`src/rtl/sds_frame_tx.sv`:
```
// Transmit framer for the SFP event link: the low byte carries events and K28.5 commas, the high byte carries dbus and segment frames.
// Optional build macro SDS_TX_DBUS_EN puts dbus on the even-slot high byte; without it those bytes are 0x00.
module sds_frame_tx #(
    parameter int COMMA_PERIOD = 4
) (
    input  logic        clk,
    input  logic        rst,
    input  logic        ready,
    input  logic        seg_wr_en,
    input  logic [3:0]  seg_wr_addr,
    input  logic [7:0]  seg_wr_data,
    input  logic [7:0]  seg_addr,
    input  logic        send,
    output logic        busy,
    output logic        frame_done,
    input  logic [7:0]  event_code,
    input  logic        event_valid,
    output logic        event_ready,
    input  logic [7:0]  dbus,
    output logic [15:0] tx_data,
    output logic [1:0]  tx_is_k
);
    localparam int CW = $clog2(COMMA_PERIOD);
    localparam logic [CW-1:0] CLAST = CW'(COMMA_PERIOD - 1);

    typedef enum logic [2:0] {
        S_IDLE, S_START, S_ADDR, S_DATA, S_STOP, S_CSUM_HI, S_CSUM_LO
    } state_t;

    state_t        state, state_nxt;
    logic [3:0]    didx, didx_nxt;
    logic          phase;
    logic [CW-1:0] ccnt;
    logic [7:0]    stage  [16];
    logic [7:0]    shadow [16];
    logic [7:0]    addr_q;
    logic [15:0]   csum_q;
    logic [15:0]   stage_sum;
    logic [7:0]    seg_byte, dbus_byte;
    logic          seg_k, done_nxt, accept, comma;

    assign accept      = send && !busy && ready;
    assign comma       = (ccnt == '0);
    assign event_ready = (ccnt != '0);

`ifdef SDS_TX_DBUS_EN
    assign dbus_byte = dbus;
`else
    logic dbus_unused;
    assign dbus_byte   = 8'h00;
    assign dbus_unused = ^dbus;
`endif

    // Checksum is taken from the staging contents the shadow copy captures.
    always_comb begin
        stage_sum = {8'h00, seg_addr};
        for (int j = 0; j < 16; j++)
            stage_sum = stage_sum + {8'h00, stage[j]};
    end

    always_ff @(posedge clk or posedge rst) begin
        if (rst) begin
            for (int j = 0; j < 16; j++) begin
                stage[j]  <= 8'h00;
                shadow[j] <= 8'h00;
            end
        end else begin
            if (accept)
                for (int j = 0; j < 16; j++) shadow[j] <= stage[j];
            if (seg_wr_en)
                stage[seg_wr_addr] <= seg_wr_data;
        end
    end

    always_ff @(posedge clk or posedge rst) begin
        if (rst) begin
            state <= S_IDLE;
            didx  <= 4'd0;
        end else if (!ready) begin
            state <= S_IDLE;
            didx  <= 4'd0;
        end else begin
            state <= state_nxt;
            didx  <= didx_nxt;
        end
    end

    // Frame sequencing only moves on odd slots; accept arms START for the next odd slot.
    always_comb begin
        state_nxt = state;
        didx_nxt  = didx;
        seg_byte  = 8'h00;
        seg_k     = 1'b0;
        done_nxt  = 1'b0;
        if (phase) begin
            case (state)
                S_START: begin
                    seg_byte  = 8'h5C;
                    seg_k     = 1'b1;
                    state_nxt = S_ADDR;
                end
                S_ADDR: begin
                    seg_byte  = addr_q;
                    didx_nxt  = 4'd0;
                    state_nxt = S_DATA;
                end
                S_DATA: begin
                    seg_byte = shadow[didx];
                    didx_nxt = didx + 4'd1;
                    if (didx == 4'd15) state_nxt = S_STOP;
                end
                S_STOP: begin
                    seg_byte  = 8'h3C;
                    seg_k     = 1'b1;
                    state_nxt = S_CSUM_HI;
                end
                S_CSUM_HI: begin
                    seg_byte  = csum_q[15:8];
                    state_nxt = S_CSUM_LO;
                end
                S_CSUM_LO: begin
                    seg_byte  = csum_q[7:0];
                    done_nxt  = 1'b1;
                    state_nxt = S_IDLE;
                end
                default: ;
            endcase
        end
        if (accept) state_nxt = S_START;
    end

    always_ff @(posedge clk or posedge rst) begin
        if (rst) begin
            phase      <= 1'b0;
            ccnt       <= '0;
            busy       <= 1'b0;
            frame_done <= 1'b0;
            tx_data    <= 16'h0000;
            tx_is_k    <= 2'b00;
            addr_q     <= 8'h00;
            csum_q     <= 16'h0000;
        end else if (!ready) begin
            phase      <= 1'b0;
            ccnt       <= '0;
            busy       <= 1'b0;
            frame_done <= 1'b0;
            tx_data    <= 16'h0000;
            tx_is_k    <= 2'b00;
        end else begin
            phase      <= ~phase;
            ccnt       <= (ccnt == CLAST) ? '0 : ccnt + 1'b1;
            frame_done <= done_nxt;
            if (accept) begin
                busy   <= 1'b1;
                addr_q <= seg_addr;
                csum_q <= ~stage_sum;
            end else if (done_nxt) begin
                busy <= 1'b0;
            end
            tx_data <= {phase ? seg_byte : dbus_byte,
                        comma ? 8'hBC : (event_valid ? event_code : 8'h00)};
            tx_is_k <= {phase & seg_k, comma};
        end
    end
endmodule
```
`config.mk`:
```
export PLATFORM = sky130hd
export DESIGN_NAME = sds_frame_tx
export DESIGN_NICKNAME = d
export VERILOG_FILES = /design/src/rtl/sds_frame_tx.sv
export SDC_FILE = /design/constraint.sdc
export NUM_CORES = 1
export LEC_CHECK = 0
export CAP_MARGIN = 20
export CORE_ASPECT_RATIO = 0.75
export CORE_MARGIN = 8
export CORE_UTILIZATION = 30
export CTS_CLUSTER_DIAMETER = 60
export DETAILED_ROUTE_END_ITERATION = 10
export MAX_ROUTING_LAYER = met4
export PLACE_DENSITY_LB_ADDON = 0.15
export SYNTH_ARGS = -nofsm -noshare
export SYNTH_HDL_FRONTEND = slang
export SYNTH_SLANG_ARGS = --single-unit
```
`constraint.sdc`:
```
create_clock -name clk -period 15 [get_ports clk]
set_input_delay 3 -clock clk [delete_from_list [all_inputs] [get_ports clk]]
set_output_delay 3 -clock clk [all_outputs]
set_load 0.1 [all_outputs]
```
==> impl_results.md <==
* Core area at between 50000 and 60000 sq um
* Synth Register Bits at 308
* Syn_nets at around 1700
* Die width at 285 microns
* Wirelength per Cell at 18.9 microns
* Antenna violations before repair at 5
* WS Path Type: input pin to register
* Setup_tns at 0 ns
* TritonCTS Buffers at 35
* Die Span Y at approximately 220 microns
* # DRC at 0
* Yosys cell types at 52
* Post-synth EDFFs at 0
* CTS hold repair buffers at 0
* Biggest area consumer among synthesized cells: dfrtp_1
* Skew-Pair Late Insertion Delay at 0.53 ns
* Area taken by flip-flops and latches at ~7700 sq um
* Yosys warning count at 0
* CTS tree: done
* Critical Path AT at 8.51 ns
* FP Rows at 74
* Vias in the first global route at ~11000
* Final setup fails at 0
* Routed vias at between 10000 and 15000
* Fin crit period at around 8 ns
* Hold Violations, Final at 0
* CTS Root Cell: clkbuf_16
* FILL cells at 5444
* Global route overflow at 0
* Yosys top cell area share at 0.475
* GRT Util Overall at 0.147
* Slew HR at 0.341
* Synth top area cells: dfrtp_1 (47%), fa_1 (14%), nand2_1 (7.4%), mux2_2 (5.9%), o21ai_0 (5.1%)
* Sequential-to-total area share from yosys stat at 0.475
* Cell area after synthesis at between 15000 and 20000 sq um
* Pins Over Slew Limit at 0
* CP Capture Type: register
* Status: completed
* Worst Hold Class: register to register
* Die ar. at ~62000 sq um
* First-pass GRT wire length at 68300 microns
* Async SR Flop Fraction at 1.00
* DRT Pass-1 Iters at 4
* Unrepaired setup endpoints after global routing: no
* Clock H-tree levels at 2
* DRT Wirelength at 43100 microns
* Post-Synthesis Cells at 1499
* Hold slack at around 0.47 ns
* Num ports at 63
* Nets at 1715
* Post_cts resized at 0
* Most numerous cell in the Yosys netlist: nand2_1
* Multi-input gate area at 7370 sq um
* Ys flop type: dfrtp_1
* Reg clk slew, reported paths at 0.06 ns
* Clock tree buffer depth at 3
* Vias per cell at 4.47
* Initial Utilization at 0.301
* Initial DRC count at 581
* Share of cells above drive strength 1 at 0.121
* Final worst-path cycle share at 0.539
* CP max FO at 4
* Syn_area_per_cell at approximately 11 sq um
* Layout Utilization at 0.345
* Max Fclk at 0.124 GHz
* Post-CTS setup buffer count at 0
* Layout area overhead at 14.6%
* CTS sink cnt at 308
* Routability congestion estimate from global placement at 0.770
* R2R setup slack at 9.53 ns
* Number of routed nets with antenna violations at 0
* Setup Skew at 0.0159 ns
* Top cells by count, synth: nand2_1 (319), dfrtp_1 (308), inv_1 (221)
* Largest net degree at the start of global routing at 111
* Post-DP HPWL at 30900 microns
* IO buf count at 54
* Startpoint Class: input pin
* Max_cap viols at 0
* Worst-margin pin slew at 0.985 ns
* Worst path required time at 15.42 ns
## state kept, by name, indices dropped and copies added (netlist names)
name        count
csum_q         14
tx_data        16
shadow        128
didx            4
addr_q          8
tx_is_k         2
state           3
busy            1
phase           1
frame_done      1
stage         128
ccnt            2
## critical path, cell delays in order
cell	delay, ns
clkdlybuf4s50_1	0.46
inv_1	0.08
fa_1	0.59
inv_1	0.07
fa_1	0.53
fa_1	0.45
fa_1	0.52
fa_1	0.54
inv_1	0.05
fa_1	0.46
inv_1	0.07
ha_1	0.21
inv_1	0.07
fa_1	0.41
nor2b_1	0.17
o31a_1	0.23
o221ai_1	0.21
o21ba_2	0.24
o22a_1	0.15
## routing by layer
layer	up-vias	part of all wire	global-route usage
met5	-	0	-
li1	4863	-	-
met4	0	0.017	0.0267
met2	123	0.41	0.202
met1	5161	0.53	0.222
met3	51	0.044	0.0307
## through the flow
step	instance area [sq um]	instances	setup slack (ns)
2_1_floorplan	16200	1499	3.48
3_3_place_gp	17500	2218	6.41
3_5_place_dp	17500	2218	6.37
4_1_cts	18600	2278	6.91
5_1_grt	18600	2281	6.69
6_report	18600	2281	6.91
## path summary, 6_finish.rpt
path / start / to / cells after the start
worst max-delay path: seg_addr[2] / csum_q[12] / 19
worst min-delay path: ccnt[0] / ccnt[0] / 1
worst max register to register: stage[18] / csum_q[12] / 18
worst min register to register: ccnt[0] / ccnt[0] / 1
max in group asynchronous: rst / shadow[79] / 3
min in group asynchronous: rst / shadow[64] / 2
## layout make-up
type,count,area share
Sequential cell,308,0.414
Multi-Input combinational cell,896,0.396
Clock inverter,10,0.00424
Tap cell,722,0.0485
Inverter,221,0.0450
Antenna cell,3,0.000403
Clock buffer,50,0.0556
Timing Repair Buffer,71,0.0359
## layout by cell type (no fill, tap or decap), types with 5 or more instances in the layout
cell type and instances:
mux2_2 85, and2_1 5, mux4_2 24, clkdlybuf4s50_1 54
ha_1 24, nand3b_1 6, xnor2_1 5, clkbuf_8 6
nand3_1 8, clkbuf_16 37, fa_1 116, nand2_1 319
mux2i_1 7, clkbuf_1 7, a22oi_1 10, inv_1 220
a21oi_1 17, o21ai_0 166, clkinv_2 8, buf_4 17
mux4_1 8, dfrtp_1 306, nor2b_1 10, nor2_1 24
## kinds of logic (layout without fill, tap and decap cells)
kind of cell / count (synthesis) / in the layout / synth area share
xor gates and xnor gates: 7 / 7 / 0.00378
AOI/OAI and AO/OA: 225 / 225 / 0.0771
adders and majority gates: 140 / 140 / 0.162
other: 0 / 3 / 0
muxes: 124 / 124 / 0.110
buffers and inverters: 295 / 352 / 0.0718
and+or+nand+nor: 400 / 400 / 0.102
DFF: 308 / 308 / 0.475
Power is left out: the tool's default activity adds up to more than one toggle a clock period on the data nets, which glitch-free logic cannot reach.
